File: config.mk
export PLATFORM = sky130hd
export DESIGN_NAME = regfile_2r1w_clr_flat
export DESIGN_NICKNAME = d
export VERILOG_FILES = /design/src/rtl/regfile_2r1w_clr_if.sv /design/src/rtl/regfile_2r1w_clr.sv /design/src/flat_wrapper.sv
export SDC_FILE = /design/constraint.sdc
export NUM_CORES = 2
export LEC_CHECK = 0
export CAP_MARGIN = 25
export CORE_MARGIN = 10
export CORE_UTILIZATION = 45
export DETAILED_ROUTE_END_ITERATION = 12
export PLACE_DENSITY = 0.67
export SLEW_MARGIN = 25
export SYNTH_ARGS = -nofsm -noshare
export SYNTH_HDL_FRONTEND = slang
export SYNTH_SLANG_ARGS = --single-unit
File: constraint.sdc
create_clock -name CLK -period 4.2 [get_ports CLK]
set_input_delay 0.63 -clock CLK [delete_from_list [all_inputs] [get_ports CLK]]
set_output_delay 0.63 -clock CLK [all_outputs]
set_load 0.005 [all_outputs]
File: src/rtl/regfile_2r1w_clr_if.sv
// Bus bundle for regfile_2r1w_clr: one write port, two read ports, clear request and busy flag.
interface regfile_2r1w_clr_if #(
    parameter int unsigned W  = 32,
    parameter int unsigned AW = 6
);
    logic [W-1:0]  in;
    logic [AW-1:0] wa;
    logic          we;
    logic [AW-1:0] ra0;
    logic [AW-1:0] ra1;
    logic [W-1:0]  out0;
    logic [W-1:0]  out1;
    logic          clr;
    logic          busy;

    modport master (
        output in, wa, we, ra0, ra1, clr,
        input  out0, out1, busy
    );

    modport slave (
        input  in, wa, we, ra0, ra1, clr,
        output out0, out1, busy
    );
endinterface

File: src/rtl/regfile_2r1w_clr.sv
// 2-read/1-write register file with a clear sequencer that writes INIT_VAL to every word after
// reset or on request, optional write-first bypass and optional registered read outputs.
module regfile_2r1w_clr #(
    parameter int unsigned   W        = 32,
    parameter int unsigned   AW       = 6,
    parameter logic [W-1:0]  INIT_VAL = '0,
    parameter bit            BYPASS   = 1'b1,
    parameter bit            READ_REG = 1'b0
) (
    input logic                CLK,
    input logic                RESETn,
    regfile_2r1w_clr_if.slave  bus
);
    localparam int unsigned DEPTH = 1 << AW;

    typedef enum logic [0:0] {StClear, StRun} state_e;

    state_e        state_q;
    logic [AW-1:0] cnt_q;
    logic          busy_q;

    logic [W-1:0]  mem [DEPTH];

    logic          mem_we;
    logic [AW-1:0] mem_wa;
    logic [W-1:0]  mem_wd;
    logic          fwd0, fwd1;
    logic [W-1:0]  rd0, rd1;

    // busy_q is updated together with state_q so it always equals (state == CLEAR).
    always_ff @(posedge CLK or negedge RESETn) begin
        if (!RESETn) begin
            state_q <= StClear;
            cnt_q   <= '0;
            busy_q  <= 1'b1;
        end else begin
            case (state_q)
                StClear: begin
                    if (&cnt_q) begin
                        state_q <= StRun;
                        cnt_q   <= '0;
                        busy_q  <= 1'b0;
                    end else begin
                        cnt_q <= cnt_q + 1'b1;
                    end
                end
                StRun: begin
                    if (bus.clr) begin
                        state_q <= StClear;
                        cnt_q   <= '0;
                        busy_q  <= 1'b1;
                    end
                end
                default: begin
                    state_q <= StClear;
                    cnt_q   <= '0;
                    busy_q  <= 1'b1;
                end
            endcase
        end
    end

    // clr wins over we; a user write only lands in RUN.
    always_comb begin
        mem_we = 1'b0;
        mem_wa = bus.wa;
        mem_wd = bus.in;
        if (state_q == StClear) begin
            mem_we = 1'b1;
            mem_wa = cnt_q;
            mem_wd = INIT_VAL;
        end else if (bus.we && !bus.clr) begin
            mem_we = 1'b1;
        end
    end

    always_ff @(posedge CLK) begin
        if (mem_we) begin
            mem[mem_wa] <= mem_wd;
        end
    end

    always_comb begin
        fwd0 = BYPASS && !busy_q && bus.we && !bus.clr && (bus.wa == bus.ra0);
        fwd1 = BYPASS && !busy_q && bus.we && !bus.clr && (bus.wa == bus.ra1);
        if (busy_q) begin
            rd0 = INIT_VAL;
            rd1 = INIT_VAL;
        end else begin
            rd0 = fwd0 ? bus.in : mem[bus.ra0];
            rd1 = fwd1 ? bus.in : mem[bus.ra1];
        end
    end

    generate
        if (READ_REG) begin : g_read_reg
            always_ff @(posedge CLK or negedge RESETn) begin
                if (!RESETn) begin
                    bus.out0 <= '0;
                    bus.out1 <= '0;
                end else begin
                    bus.out0 <= rd0;
                    bus.out1 <= rd1;
                end
            end
        end else begin : g_read_comb
            assign bus.out0 = rd0;
            assign bus.out1 = rd1;
        end
    endgenerate

    assign bus.busy = busy_q;
endmodule

File: src/flat_wrapper.sv
// flat-port wrapper written by rule: the top's interface ports become plain ports
module regfile_2r1w_clr_flat 
#(
    parameter int unsigned   W        = 32,
    parameter int unsigned   AW       = 6,
    parameter logic [W-1:0]  INIT_VAL = '0,
    parameter bit            BYPASS   = 1'b1,
    parameter bit            READ_REG = 1'b0
)
  (CLK, RESETn, bus_in, bus_wa, bus_we, bus_ra0, bus_ra1, bus_clr, bus_out0, bus_out1, bus_busy);
  regfile_2r1w_clr_if #(.W(W), .AW(AW)) bus_i ();
  input logic CLK;
  input logic RESETn;
  input wire logic [$bits(bus_i.in)-1:0] bus_in;
  input wire logic [$bits(bus_i.wa)-1:0] bus_wa;
  input wire logic [$bits(bus_i.we)-1:0] bus_we;
  input wire logic [$bits(bus_i.ra0)-1:0] bus_ra0;
  input wire logic [$bits(bus_i.ra1)-1:0] bus_ra1;
  input wire logic [$bits(bus_i.clr)-1:0] bus_clr;
  output wire logic [$bits(bus_i.out0)-1:0] bus_out0;
  output wire logic [$bits(bus_i.out1)-1:0] bus_out1;
  output wire logic [$bits(bus_i.busy)-1:0] bus_busy;
  assign bus_i.in = bus_in;
  assign bus_i.wa = bus_wa;
  assign bus_i.we = bus_we;
  assign bus_i.ra0 = bus_ra0;
  assign bus_i.ra1 = bus_ra1;
  assign bus_i.clr = bus_clr;
  assign bus_out0 = bus_i.out0;
  assign bus_out1 = bus_i.out1;
  assign bus_busy = bus_i.busy;
  regfile_2r1w_clr #(.W(W), .AW(AW), .INIT_VAL(INIT_VAL), .BYPASS(BYPASS), .READ_REG(READ_REG)) u_core (.CLK(CLK), .RESETn(RESETn), .bus(bus_i));
endmodule
Yosys cells after proc, flatten, opt, wreduce, memory -nomap -nowiden
Memories as Yosys holds them, arrays and structs flattened. Index checks and enable logic that the tools add are counted.

$add $sub $neg: 1. Equal/unequal tests: 4. Muxes and demuxes: 19. Bitwise gates (word level): 1. Reductions and logical operators: 9.

Operators with widths (number): $mux 32 (5); $mux 6 (3); $eq 6x6->1 (2); $pmux 6 s2 (1); $mux 1 (8); $add 6x1->6 const B (1); $reduce_and 6->1 (1); $logic_and 1x1->1 (5); $pmux 1 s2 (2); $logic_not 1->1 (2); $ne 2x1->1 const B (1); $ne 2x2->1 const B (1); $reduce_and 2->1 (1); $not 1->1 (1).

Register bits: 8. Bits in writable memories: 2048. Output and inout port bits: 65. Logic and storage cells: 38. Memories kept: 1.

Memories: u_core.mem (words 64, bits a word 32, rd ports 2, clocked after memory_dff 0, write ports 1, line regfile_2r1w_clr.sv:22) `logic [W-1:0] mem [DEPTH];`.

Depth between registers and ports, before layout
Depth in word-level cells: 6. Gate-level depth with buffers: 11.

Worst setup path after synthesis
OpenSTA, ideal clock, no wires.

Path kind: input to output. Start point: in bus_ra1[0]. End point: out bus_out1[0]. Arrival: 2.795 ns. Required time: 3.570 ns. Path slack: 0.775 ns. Stages: 8. Buffers on the path: 3. Cell sequence: clkbuf_2 buf_2 buf_2 mux4_2 mux4_2 nand2_1 nor2_1 a2111o_1.

Cells in the longest elaborated chain, start to end: 4. Elaborated cells between the ends (all ways): 5.

RTL lines: start: declaration (line flat_wrapper.sv:18) `input wire logic [$bits(bus_i.ra1)-1:0] bus_ra1;`; parallel branches: the longest is 2 deep, another holds $mem_v2 64x32; $mux 32 * (line regfile_2r1w_clr.sv:91) `rd1 = fwd1 ? bus.in : mem[bus.ra1];`; $mux 32 * (line regfile_2r1w_clr.sv:86) `if (busy_q) begin`; end: declaration (line flat_wrapper.sv:21) `output wire logic [$bits(bus_i.out1)-1:0] bus_out1;`.

Mark *: on every way between the ends.

Worst setup path in the final report
Start point: in bus_wa[5]. End point: out bus_out0[10].

Cells in the longest elaborated chain, start to end: 4.

RTL lines: start: declaration (line flat_wrapper.sv:15) `input wire logic [$bits(bus_i.wa)-1:0] bus_wa;`; $eq 6x6->1 (line regfile_2r1w_clr.sv:84) `fwd0 = BYPASS && !busy_q && bus.we && !bus.clr && (bus.wa == bus.ra0);`; $logic_and 1x1->1 (line regfile_2r1w_clr.sv:84); $mux 32 (line regfile_2r1w_clr.sv:90) `rd0 = fwd0 ? bus.in : mem[bus.ra0];`; $mux 32 (line regfile_2r1w_clr.sv:86); end: declaration (line flat_wrapper.sv:20) `output wire logic [$bits(bus_i.out0)-1:0] bus_out0;`.

Every way passes these cells.

==> results_dict.tcl <==
set metrics [dict create \
    via_per_inst 6.96 \
    setup_slack_ns -0.0392 \
    std_cell_rows 169 \
    reg2reg_slack_ns 1.12 \
    final_cell_mix "edfxtp_1, mux4_2, mux2i_1, buf_4, a22oi_1" \
    drt_wl_total_um 328000 \
    hpwl_um 205000 \
    clk_pin_slew_ns 0.06 \
    worst_slew_pin_slew_ns 0.985 \
    slowest_stage "clkdlybuf4s50_1" \
    cp_max_fo 14 \
    place_inst 8062 \
    die_area_um2 232000 \
    design_power_total_w 0.0518 \
    core_area_um2 212000 \
    critPathKind "input pin to primary output" \
    crit_chain "clkdlybuf4s50_1 -> buf_12 -> buf_4 -> xnor2_2 -> nand4_1 -> buf_4 -> o21ai_4 -> buf_12 -> buf_12 -> a41o_1 -> buf_12 -> nand4_1 -> clkdlybuf4s50_1" \
    routabilityCongestion 0.898 \
    ant_nets 0 \
    area_delta_synth_final_pct 19.1 \
    cts_made_buffers 203 \
    cts_tree "built" \
    dr.first_iter.drc_count 8730 \
    ys.flop_type "edfxtp_1" \
    endpoint_kind "primary output" \
    cts.hold.buffers_added 0 \
    leakage_nw 38.0 \
    grt-ovfl-total 0 \
    cp-start-kind "input pin" \
    grt_usage_pct 27.8 \
    synth.distinct_cells 64 \
    yosysSeqAreaShare_pct 64.4 \
    initial_core_util_pct 45.2 \
    stdcell_area_um2 114000 \
    maxSlewViolCount 0 \
    avgSynthCellArea_um2 19.5 \
    skew_ns 0.0390 \
    drive_gt1_share_pct 36.4 \
    yosys_register_bits 2056 \
    grt_max_degree 66 \
    yosys_warnings 0 \
    ys_top_cells_by_area "edfxtp_1, mux4_2, mux2i_1" \
    grt_pass1_vias 58862 \
    finalCritPeriodShare_pct 101 \
    timing.final.hold_violations 0 \
    r2r_start "u_core.state_q" \
    r2r_end "u_core.mem[30][31]" \
    synth_edf_count 2048 \
    clock-root-buffer "clkbuf_16" \
    num_vias 58928 \
    crit_arrival_ns 3.61 \
    syn_nets 4971 \
    die_y_um 481 \
    async_flop_share_pct 0.389 \
    drt-wirelength-per-cell_um 38.7 \
    fin_cells 8471 \
    finalSetupViolCount 4 \
    cts.sinks 2056 \
    synth_top_area_share_pct 64.2 \
    status "complete, but fails checks" \
    yosysTopAreaCell "edfxtp_1" \
    peakVddDrop_mv 0.410 \
    slowest_delay_ns 0.53 \
    min_path_type "input pin to async pin" \
    fin_setup_tns_ns -0.0838 \
    ctsLongestPathBuffers 3 \
    drv_cap 0 \
    firstDrtPassIters 6 \
    clock_latency_ns 0.85 \
    max_freq_mhz 236 \
    ios 119 \
    final_common_cell "edfxtp_1" \
    antenna_found_initial 12 \
    min_period_ns 4.24 \
    drc 0 \
    die_x_um 481 \
    maxSlewHeadroom_pct 34.3 \
    pre_cts_ws_ns -0.728 \
    numPortBuffers 118 \
    grt_pass1_wl_um 456000 \
    critPathMostFrequentCell "buf_12" \
    ctsHtreeMaxLevel 4 \
    violations "setup timing" \
    placed_area_um2 106000 \
    synthesis.area_um2 95700 \
    syn_inst 4916 \
    required_ns 3.57 \
    ff2ff_path_depth 6 \
    power_density_nw_per_um2 454 \
    nets 5538 \
]
-- cell families after synthesis --
group / Yosys count / synth area share [%]
mux: 1385 / 26.5
fa+ha+maj: 1 / 0.0131
buf+inv: 402 / 1.86
xor+xnor: 14 / 0.128
compound gates: 523 / 4.30
simple gates: 535 / 2.77
flops: 2056 / 64.4
-- layer usage --
layer / up-vias / global-route usage [%] / part of all wire (%)
met3: 945 / 6.92 / 12
li1: 22475 / - / -
met2: 4492 / 43.0 / 46
met1: 31000 / 35.7 / 34
met4: 16 / 16.3 / 7.1
met5: - / 0.414 / 0.068
-- synthesized netlist by cell type, drive strengths merged, types with 3 or more instances --
master      n
o221ai      6
nor2      124
nand3      99
a21o        4
a32o        6
a41oi      25
a2111oi     5
o21ai      13
a21oi      17
xnor2      12
nand4      31
mux4      918
a31oi       6
o211ai     17
nor2b      43
o21a        4
nand2b     60
a22o       13
buf       178
dfrtp       7
a2111o     26
a41o       27
and2       40
inv         8
nand2     101
edfxtp   2048
o31ai       3
nand3b      3
and3        3
mux2i     455
a22oi     329
a221oi      5
mux2       12
clkbuf    215
nor3       20
-- stage by stage --
stage               utilization (%)  hold slack (ns)
detailed placement             50.3            0.572
floorplan                         -            0.334
CTS                            53.7            0.139
global placement               50.2            0.564
global route                   53.8            0.168
finish                         53.8            0.174
-- critical path, delay by kind of cell --
family / cells / cell delay, ns
compound gates: 2 / 0.31
xor+xnor: 1 / 0.14
buf+inv: 8 / 2.05
simple gates: 2 / 0.43
-- registers in the layout, indices dropped and copies added, names as in the netlist --
name	cells
u_core.mem	2048
u_core.cnt_q	6
u_core.bus.busy	1
u_core.state_q	1
-- worst max-delay path by stage --
| stage | start | end |
|---|---|---|
| floorplan | bus_ra1[0] | bus_out1[0] |
| CTS | u_core.bus.busy | bus_out1[8] |
| global placement | bus_ra1[5] | bus_out1[8] |
| detailed placement | bus_ra1[5] | bus_out1[8] |
| finish | bus_wa[5] | bus_out0[10] |
| global route | bus_wa[5] | bus_out0[23] |
-- power breakdown --
part / total (W) / internal, W / switching (W)
Clock: 0.0182 / 0.0103 / 0.00793
Combinational: 0.00901 / 0.00359 / 0.00542
Sequential: 0.0245 / 0.0240 / 0.000558
Total: 0.0518 / 0.0379 / 0.0139
-- repair_timing --
item                                    4_1_cts  5_1_grt
pin swaps                                    16       10
gates resized for setup                     132       20
endpoints found under the setup margin       60       19
setup buffers                                21       11
gates cloned                                  5        1
-- final cells by class --
cell class                      instances  area [um^2]
Multi-Input combinational cell       2458        33400
Sequential cell                      2056        61700
Antenna cell                            3         7.51
Inverter                                9         33.8
Tap cell                             2821         3530
Fill cell                           16164        97800
Clock inverter                        123         1250
Timing Repair Buffer                  755         8780
Clock buffer                          246         5310
Note: power is estimated with default switching activity, not from simulation.
